## config.mk

```make
export PLATFORM = sky130hd
export DESIGN_NAME = spi_slave_tx_flat
export DESIGN_NICKNAME = d
export VERILOG_FILES = /design/src/rtl/spi_pkg.sv /design/src/rtl/spi_slave_tx_if.sv /design/src/rtl/spi_sync_edge.sv /design/src/rtl/spi_slave_tx.sv /design/src/flat_wrapper.sv
export SDC_FILE = /design/constraint.sdc
export NUM_CORES = 1
export LEC_CHECK = 0
export ABC_CLOCK_PERIOD_IN_PS = 3100
export CORE_MARGIN = 3
export CORE_UTILIZATION = 40
export DETAILED_ROUTE_END_ITERATION = 16
export DONT_BUFFER_PORTS = 1
export GPL_TIMING_DRIVEN = 0
export PLACE_DENSITY = 0.64
export SETUP_SLACK_MARGIN = 0.2
export SYNTH_ARGS = -nofsm -noshare
export SYNTH_HDL_FRONTEND = slang
export SYNTH_SLANG_ARGS = --single-unit
```

## constraint.sdc

```tcl
create_clock -name clk -period 3.1 [get_ports clk]
set_input_delay 0.31 -clock clk [delete_from_list [all_inputs] [get_ports clk]]
set_output_delay 0.31 -clock clk [all_outputs]
set_load 0.02 [all_outputs]
```

## src/rtl/spi_pkg.sv

```systemverilog
// Shared types for the SPI slave transmitter slice.
// Holds the FSM state enum and the default frame width.
package spi_pkg;

    localparam int SPI_WIDTH = 12;

    typedef enum logic [1:0] {
        IDLE,
        SHIFT,
        DONE
    } state_t;

endpackage

```

## src/rtl/spi_slave_tx_if.sv

```systemverilog
// Bus bundle between local logic / SPI master and spi_slave_tx.
// Signals: tx_valid/tx_ready/din load handshake; sclk/cs/miso/miso_oe
// SPI pins; done/underrun/abort one-clk status pulses.
interface spi_slave_tx_if #(
    parameter int WIDTH = 12
);

    logic             tx_valid;
    logic             tx_ready;
    logic [WIDTH-1:0] din;
    logic             sclk;
    logic             cs;
    logic             miso;
    logic             miso_oe;
    logic             done;
    logic             underrun;
    logic             abort;

    modport slave (
        input  tx_valid,
        input  din,
        input  sclk,
        input  cs,
        output tx_ready,
        output miso,
        output miso_oe,
        output done,
        output underrun,
        output abort
    );

    modport master (
        output tx_valid,
        output din,
        output sclk,
        output cs,
        input  tx_ready,
        input  miso,
        input  miso_oe,
        input  done,
        input  underrun,
        input  abort
    );

endinterface

```

## src/rtl/spi_sync_edge.sv

```systemverilog
// Multi-flop synchroniser for an asynchronous input plus edge pulses.
// Ports: clk, rst; d_i async input; lvl_o synced level;
// rise_o/fall_o one-clk pulses taken from the last two stages.
module spi_sync_edge #(
    parameter int   STAGES = 2,
    parameter logic INIT   = 1'b0
) (
    input  logic clk,
    input  logic rst,
    input  logic d_i,
    output logic lvl_o,
    output logic rise_o,
    output logic fall_o
);

    // sync_q[0] is the newest sample, sync_q[STAGES-1] the oldest
    logic [STAGES-1:0] sync_q;

    always_ff @(posedge clk or posedge rst) begin
        if (rst) begin
            sync_q <= {STAGES{INIT}};
        end else begin
            sync_q <= {sync_q[STAGES-2:0], d_i};
        end
    end

    assign lvl_o  = sync_q[STAGES-2];
    assign rise_o = sync_q[STAGES-2] & ~sync_q[STAGES-1];
    assign fall_o = ~sync_q[STAGES-2] & sync_q[STAGES-1];

endmodule

```

## src/rtl/spi_slave_tx.sv

```systemverilog
// SPI slave MISO transmitter: one word per cs frame, LSB first.
// Ports: clk, rst (async, active high); bus = spi_slave_tx_if.slave
// carrying the load handshake, SPI pins and status pulses.
module spi_slave_tx
    import spi_pkg::*;
#(
    parameter int WIDTH       = SPI_WIDTH,
    parameter int SYNC_STAGES = 2
) (
    input  logic           clk,
    input  logic           rst,
    spi_slave_tx_if.slave  bus
);

    localparam int CW = $clog2(WIDTH + 1);
    localparam logic [CW-1:0] CNT_LAST = CW'(WIDTH - 1);
    localparam logic [CW-1:0] CNT_FULL = CW'(WIDTH);

    logic sclk_lvl_unused;
    logic sclk_rise;
    logic sclk_fall;
    logic cs_lvl;
    logic cs_rise;
    logic cs_fall;

    spi_sync_edge #(
        .STAGES (SYNC_STAGES),
        .INIT   (1'b0)
    ) u_sclk_sync (
        .clk    (clk),
        .rst    (rst),
        .d_i    (bus.sclk),
        .lvl_o  (sclk_lvl_unused),
        .rise_o (sclk_rise),
        .fall_o (sclk_fall)
    );

    // cs idles high, so reset the chain high to avoid a false start
    spi_sync_edge #(
        .STAGES (SYNC_STAGES),
        .INIT   (1'b1)
    ) u_cs_sync (
        .clk    (clk),
        .rst    (rst),
        .d_i    (bus.cs),
        .lvl_o  (cs_lvl),
        .rise_o (cs_rise),
        .fall_o (cs_fall)
    );

    state_t           state_q;
    logic [WIDTH-1:0] hold_q;
    logic [WIDTH-1:0] hold_d;
    logic             full_q;
    logic             full_d;
    logic [WIDTH-1:0] shift_q;
    logic [CW-1:0]    cnt_q;
    logic             miso_q;
    logic             oe_q;
    logic             done_q;
    logic             under_q;
    logic             abort_q;

    logic tx_ready;
    logic load;
    logic start;

    assign tx_ready = ~full_q;
    assign load     = bus.tx_valid & tx_ready;
    assign start    = (state_q == IDLE) & cs_fall;

    // A frame start empties the register; a same-clk load refills it
    always_comb begin
        hold_d = hold_q;
        full_d = full_q;
        if (start) begin
            full_d = 1'b0;
        end
        if (load) begin
            hold_d = bus.din;
            full_d = 1'b1;
        end
    end

    always_ff @(posedge clk or posedge rst) begin
        if (rst) begin
            hold_q <= '0;
            full_q <= 1'b0;
        end else begin
            hold_q <= hold_d;
            full_q <= full_d;
        end
    end

    always_ff @(posedge clk or posedge rst) begin
        if (rst) begin
            state_q <= IDLE;
            shift_q <= '0;
            cnt_q   <= '0;
            miso_q  <= 1'b0;
            oe_q    <= 1'b0;
            done_q  <= 1'b0;
            under_q <= 1'b0;
            abort_q <= 1'b0;
        end else begin
            done_q  <= 1'b0;
            under_q <= 1'b0;
            abort_q <= 1'b0;
            unique case (state_q)
                IDLE: begin
                    if (cs_fall) begin
                        state_q <= SHIFT;
                        shift_q <= full_q ? hold_q : '0;
                        miso_q  <= full_q & hold_q[0];
                        under_q <= ~full_q;
                        oe_q    <= 1'b1;
                        cnt_q   <= '0;
                    end
                end
                SHIFT: begin
                    // final rise wins over a coincident cs rise
                    if (sclk_rise && cnt_q == CNT_LAST) begin
                        cnt_q   <= CNT_FULL;
                        state_q <= DONE;
                        done_q  <= 1'b1;
                    end else if (cs_rise) begin
                        state_q <= IDLE;
                        abort_q <= 1'b1;
                        oe_q    <= 1'b0;
                        miso_q  <= 1'b0;
                        cnt_q   <= '0;
                    end else if (sclk_rise) begin
                        cnt_q <= cnt_q + CW'(1);
                    end else if (sclk_fall) begin
                        shift_q <= shift_q >> 1;
                        miso_q  <= shift_q[1];
                    end
                end
                DONE: begin
                    // level, not edge: cs may have risen with the last sclk
                    if (cs_lvl) begin
                        state_q <= IDLE;
                        oe_q    <= 1'b0;
                        miso_q  <= 1'b0;
                    end
                end
                default: begin
                    state_q <= IDLE;
                end
            endcase
        end
    end

    assign bus.tx_ready = tx_ready;
    assign bus.miso     = miso_q;
    assign bus.miso_oe  = oe_q;
    assign bus.done     = done_q;
    assign bus.underrun = under_q;
    assign bus.abort    = abort_q;

endmodule

```

## src/flat_wrapper.sv

```systemverilog
// flat-port wrapper written by rule: the top's interface ports become plain ports
module spi_slave_tx_flat import spi_pkg::*;
#(
    parameter int WIDTH       = SPI_WIDTH,
    parameter int SYNC_STAGES = 2
)
  (clk, rst, bus_tx_valid, bus_din, bus_sclk, bus_cs, bus_tx_ready, bus_miso, bus_miso_oe, bus_done, bus_underrun, bus_abort);
  spi_slave_tx_if #(.WIDTH(WIDTH)) bus_i ();
  input  logic clk;
  input  logic rst;
  input wire logic [$bits(bus_i.tx_valid)-1:0] bus_tx_valid;
  input wire logic [$bits(bus_i.din)-1:0] bus_din;
  input wire logic [$bits(bus_i.sclk)-1:0] bus_sclk;
  input wire logic [$bits(bus_i.cs)-1:0] bus_cs;
  output wire logic [$bits(bus_i.tx_ready)-1:0] bus_tx_ready;
  output wire logic [$bits(bus_i.miso)-1:0] bus_miso;
  output wire logic [$bits(bus_i.miso_oe)-1:0] bus_miso_oe;
  output wire logic [$bits(bus_i.done)-1:0] bus_done;
  output wire logic [$bits(bus_i.underrun)-1:0] bus_underrun;
  output wire logic [$bits(bus_i.abort)-1:0] bus_abort;
  assign bus_i.tx_valid = bus_tx_valid;
  assign bus_i.din = bus_din;
  assign bus_i.sclk = bus_sclk;
  assign bus_i.cs = bus_cs;
  assign bus_tx_ready = bus_i.tx_ready;
  assign bus_miso = bus_i.miso;
  assign bus_miso_oe = bus_i.miso_oe;
  assign bus_done = bus_i.done;
  assign bus_underrun = bus_i.underrun;
  assign bus_abort = bus_i.abort;
  spi_slave_tx #(.WIDTH(WIDTH), .SYNC_STAGES(SYNC_STAGES)) u_core (.clk(clk), .rst(rst), .bus(bus_i));
endmodule
```

Word level (Yosys, flattened, before mapping)
Cells that the tools add are included.

word-level totals
  flip-flop bits (word level) = 40
  input bits = 17
  output and inout port bits = 6
  logic and storage cells = 86

cells by class
  $add $sub $neg = 1
  eq/ne operators = 14
  multiplexer cells = 37
  bitwise gates (word level) = 12
  reduce and logical (&&, ||, !) cells = 10

operators by type and width
  cell                   count
  $mux W12               6
  $pmux W12 S2           1
  $mux W1                18
  $mux W4                4
  $reduce_and A6 Y1      2
  $mux W2                4
  $ne A2 B2 Y1 const B   4
  $pmux W4 S2            1
  $and A1 B1 Y1          7
  $ne A2 B1 Y1 const B   3
  $ne A3 B1 Y1 const B   2
  $pmux W1 S3            2
  $pmux W2 S3            1
  $reduce_and A3 Y1      2
  $not A1 Y1             5
  $reduce_and A5 Y1      1
  $add A4 B1 Y4 const B  1
  $eq A4 B4 Y1 const B   1
  $ne A4 B1 Y1 const B   1
  $reduce_bool A2 Y1     2
  $ne A3 B3 Y1 const B   1
  $reduce_bool A3 Y1     1
  $eq A2 B1 Y1 const B   1
  $eq A2 B2 Y1 const B   1
  2 further kinds        2

Longest topological paths before layout
  word-level depth = 7
  mapped depth = 7
  gate-level depth less buffers = 6

Modules after synthesis
From an unflattened synthesis, not the netlist that was laid out.

second synthesis, totals
  cells, all modules = 158
  area total of the unflattened synthesis = 1739.2 um2

by module, submodules not included
  module                               instances  cells each  area each (um2)  sequential area each (um2)
  spi_slave_tx                         1          148         1599.0           875.8
  spi_sync_edge at u_core.u_cs_sync    1          5           71.3             52.6
  spi_sync_edge at u_core.u_sclk_sync  1          5           68.8             50.0

Least setup slack after synthesis
No wires, ideal clock.

  kind = register to register
  start = reg u_core.cnt_q[0]
  end = reg u_core.shift_q[1]
  data arrival time = 1707 ps
  setup slack = 1268 ps
  stages on the path, launching flop included = 8
  cell sequence = dfrtp_1 > ha_1 > and3b_1 > nand3_4 > inv_4 > a221oi_4 > buf_12 > mux2_4

on the way
  longest elaborated chain between the ends = 4

ends and longest elaborated chain
  item                                line                 RTL
  from (decl)                         spi_slave_tx.sv:57   logic [CW-1:0] cnt_q;
  from (signal assigned)              spi_slave_tx.sv:133  cnt_q <= cnt_q + CW'(1);
  $eq A4 B4 Y1                        spi_slave_tx.sv:122  if (sclk_rise && cnt_q == CNT_LAST) begin
  $logic_and A1 B1 Y1                 spi_slave_tx.sv:122
  $ne A2 B2 Y1 (no source line)       n/a
  $reduce_and A6 Y1 (no source line)  n/a
  to (signal assigned)                spi_slave_tx.sv:113  shift_q <= full_q ? hold_q : '0;
  to (signal assigned)                spi_slave_tx.sv:135  shift_q <= shift_q >> 1;
  to (decl)                           spi_slave_tx.sv:56   logic [WIDTH-1:0] shift_q;

No other way between the ends.
A chain may end at the register's enable or synchronous reset.

Worst setup path in the final report
  start = reg u_core.cnt_q[0]
  end = reg u_core.shift_q[5]

Same word-level chain as after synthesis.

==> results.json <==
{
  "synthSimpleGateAreaFrac": 0.108,
  "ys_types": 38,
  "coreArea_sq_mm": 0.00450,
  "cp-end-kind": "flip-flop",
  "cts_tree": "yes",
  "routabilityCongestion": 0.828,
  "total_power_w": 0.00201,
  "htree_levels": 2,
  "clockBufferDepth": 2,
  "fin_nets": 181,
  "die_y_microns": 75.4,
  "synth_common_cells": "dfrtp_1 (37), mux2_2 (17), nand2_1 (14)",
  "startpoint_type": "flip-flop",
  "reg2reg_depth": 7,
  "dpl.cell_count": 203,
  "path_class": "reg -> reg",
  "drt-initial-drc-count": 44,
  "synth_xor_area_frac": 0,
  "synth_top_family_by_area": "multiplexers",
  "fin_crit_sh": 0.642,
  "synth_nets": 173,
  "synth-compound-area-share": 0.119,
  "max_cap_violations": 0,
  "synthTopCellsByArea": "dfrtp_1 (48%), mux2_2 (9.9%), mux2_4 (7.0%)",
  "place_ws_ps": 1110,
  "endpoint": "u_core.shift_q[5]",
  "status": "finished, final reports clean",
  "clk_latency_ps": 300,
  "cts_buffers": 5,
  "cts-root-buf": "clkbuf_8",
  "final_max_slew_viol_count": 0,
  "synth.most_common_cell": "dfrtp_1",
  "synth-main-ff-cell": "dfrtp_1",
  "yosysTopAreaCell": "dfrtp_1",
  "cts.sinks": 39,
  "drtPass1Iterations": 4,
  "synthMuxAreaShare": 0.185,
  "hold_path_class": "in -> async",
  "timing.fmax_mhz": 503,
  "synth_area_sq_mm": 0.00193,
  "port_buffers": 0,
  "slew_headroom": 0.477,
  "hold_violations": 0,
  "cp.arrival_ps": 2170,
  "route.detailed.wl_per_inst_microns": 16.0,
  "crit_chain": "ha_1 > and3b_1 > nand3_4 > inv_4 > a221oi_4 > buf_12 > mux2_4",
  "drive_gt1_frac": 0.363,
  "grt_overflow": 0,
  "ys_seq_area_frac": 0.508,
  "post_layout_nonfiller_instances": 212,
  "worst_slew_pin_slew_ps": 783,
  "antenna_found_initial": 0,
  "cp-startpoint": "u_core.cnt_q[0]",
  "grt_pass1_wl_microns": 5850,
  "synthAdderAreaFrac": 0.0325,
  "reg2reg_from": "u_core.cnt_q[0]",
  "async_flop_share": 1.00,
  "slowest_stage": "dfrtp_1",
  "grt_pass1_vias": 1221,
  "reg2reg_setup_slack_ps": 1110,
  "setup_slack_ps": 1110,
  "synth_edf_count": 0,
  "via_per_inst": 5.46,
  "dieArea_sq_mm": 0.00569,
  "dpl.hpwl_microns": 2460,
  "p_leak_nw": 0.979,
  "drt.antenna.violating_nets": 0,
  "critPathMaxFanout": 10,
  "setup_viol": 0,
  "power_density_mw_per_mm2": 956,
  "die_w_microns": 75.4,
  "area_growth_pct": 9.29,
  "period_minus_slack_ps": 1990,
  "syn_avg_cell_area_sq_um": 12.8,
  "grt_max_degree": 40,
  "yosysWarnings": 0,
  "path_clk_slew_ps": 80,
  "timing.rr.end": "u_core.shift_q[5]",
  "yosysTopAreaCellShare": 0.481,
  "initial_utilization": 0.428,
  "routed_wl_microns": 3390,
  "grt_usage": 0.139,
  "num_io_pins": 23,
  "max_stage_delay_ps": 420,
  "final.setup_skew_ps": 7.65,
  "cts_setup_buffers": 0,
  "crit_required_ps": 3280,
  "setup_tns_ps": 0,
  "max-vdd-ir-drop_uv": 553,
  "n_antenna_cell": 0,
  "rsz0062_at_grt": "no",
  "drc": 0,
  "rows": 24,
  "via_count": 1157,
  "synth_cells": 151,
  "synth_seq_cells": 39
}
==> report_power, final <==
| group | leakage [nW] | internal, W | switching [W] |
|---|---|---|---|
| logic | 0.444 | 0.000447 | 0.000360 |
| clock network | 0.0505 | 0.000202 | 0.000181 |
| registers | 0.485 | 0.000693 | 0.000130 |
| total | 0.979 | 0.00134 | 0.000671 |
==> placed cells by master, fill, tap and decap left out, types with 2 or more instances in the layout <==
cell,synthesis,layout
a22o_2,7,7
nand2b_1,3,3
nor2_1,5,5
dfrtp_1,37,37
mux2_2,17,17
o21ai_0,3,3
a21oi_1,2,2
dfstp_2,2,2
a211oi_1,4,4
mux2_4,9,9
inv_1,9,8
and2b_2,3,3
buf_6,2,2
a21o_1,2,2
mux2i_1,3,3
nand3b_1,2,2
nand2_1,14,14
nand3_1,2,2
clkbuf_8,0,7
a31oi_1,2,2
ha_1,5,5
==> flip-flops by register name, indices dropped and copies added (netlist names) <==
name and flops:
u_core.bus.underrun 1, u_core.u_cs_sync.sync_q 2, u_core.u_sclk_sync.sync_q 2, u_core.hold_q 12, u_core.bus.abort 1, u_core.cnt_q 4
u_core.bus.done 1, u_core.state_q 2, u_core.shift_q 11, u_core.bus.miso_oe 1, u_core.bus.miso 1, u_core.full_q 1
==> cell families after synthesis <==
| family | count (synthesis) |
|---|---|
| multiplexers | 29 |
| buffers and inverters | 15 |
| AND/OR/NAND/NOR | 36 |
| flip-flops | 39 |
| adder cells (fa/ha/maj) | 5 |
| AO/OA/AOI/OAI | 27 |
==> how the worst min path moves through the flow <==
stage	startpoint	end	slack, ps	cells after the start
2_1_floorplan	bus_cs	u_core.u_cs_sync.sync_q[0]	310	0
3_3_place_gp	bus_cs	u_core.u_cs_sync.sync_q[0]	310	0
3_5_place_dp	bus_cs	u_core.u_cs_sync.sync_q[0]	310	0
4_1_cts	bus_sclk	u_core.u_sclk_sync.sync_q[0]	30	0
5_1_grt	bus_sclk	u_core.u_sclk_sync.sync_q[0]	20	0
6_report	rst	u_core.hold_q[2]	30	1
==> critical path: cells and delay by family (launching register included) <==
kind            cells  cell delay, ps
fa+ha+maj           1             270
mux                 1             300
flops               1             420
buf+inv             2             240
compound gates      1             260
simple gates        2             370
==> what timing repair did <==
item / in CTS / in global routing
hold buffers: 1 / 0
gates resized for setup: 0 / 0
hold endpoints to repair: 1 / 0
==> final cells by class <==
| cell class | instances | area (sq um) |
|---|---|---|
| clock inverters | 1 | 7.51 |
| flip-flops and latches | 39 | 978 |
| inverters | 10 | 40.0 |
| well taps | 52 | 65.1 |
| clock buffers | 7 | 96.3 |
| fillers | 425 | 2400 |
| plain buffers | 5 | 51.3 |
| multi-input cells | 97 | 857 |
| repair buffers | 1 | 10.0 |
==> per-layer routing <==
layer  vias to the layer above  track usage  routed length, microns
met4                         0       0.0524                      59
met3                         6       0.0475                     146
met5                         -            0                       0
met1                       576        0.181                    1560
met2                        23        0.213                    1630
li1                        552            -                       -
==> per-stage QoR <==
step	cell area [sq um]	hold WS, ps	util
floorplan	1930	314	-
global placement	1990	315	0.442
detailed placement	1990	315	0.442
CTS	2110	28.0	0.468
global route	2110	20.1	0.468
finish	2110	32.8	0.468
Note: power is estimated with default switching activity, not from simulation.
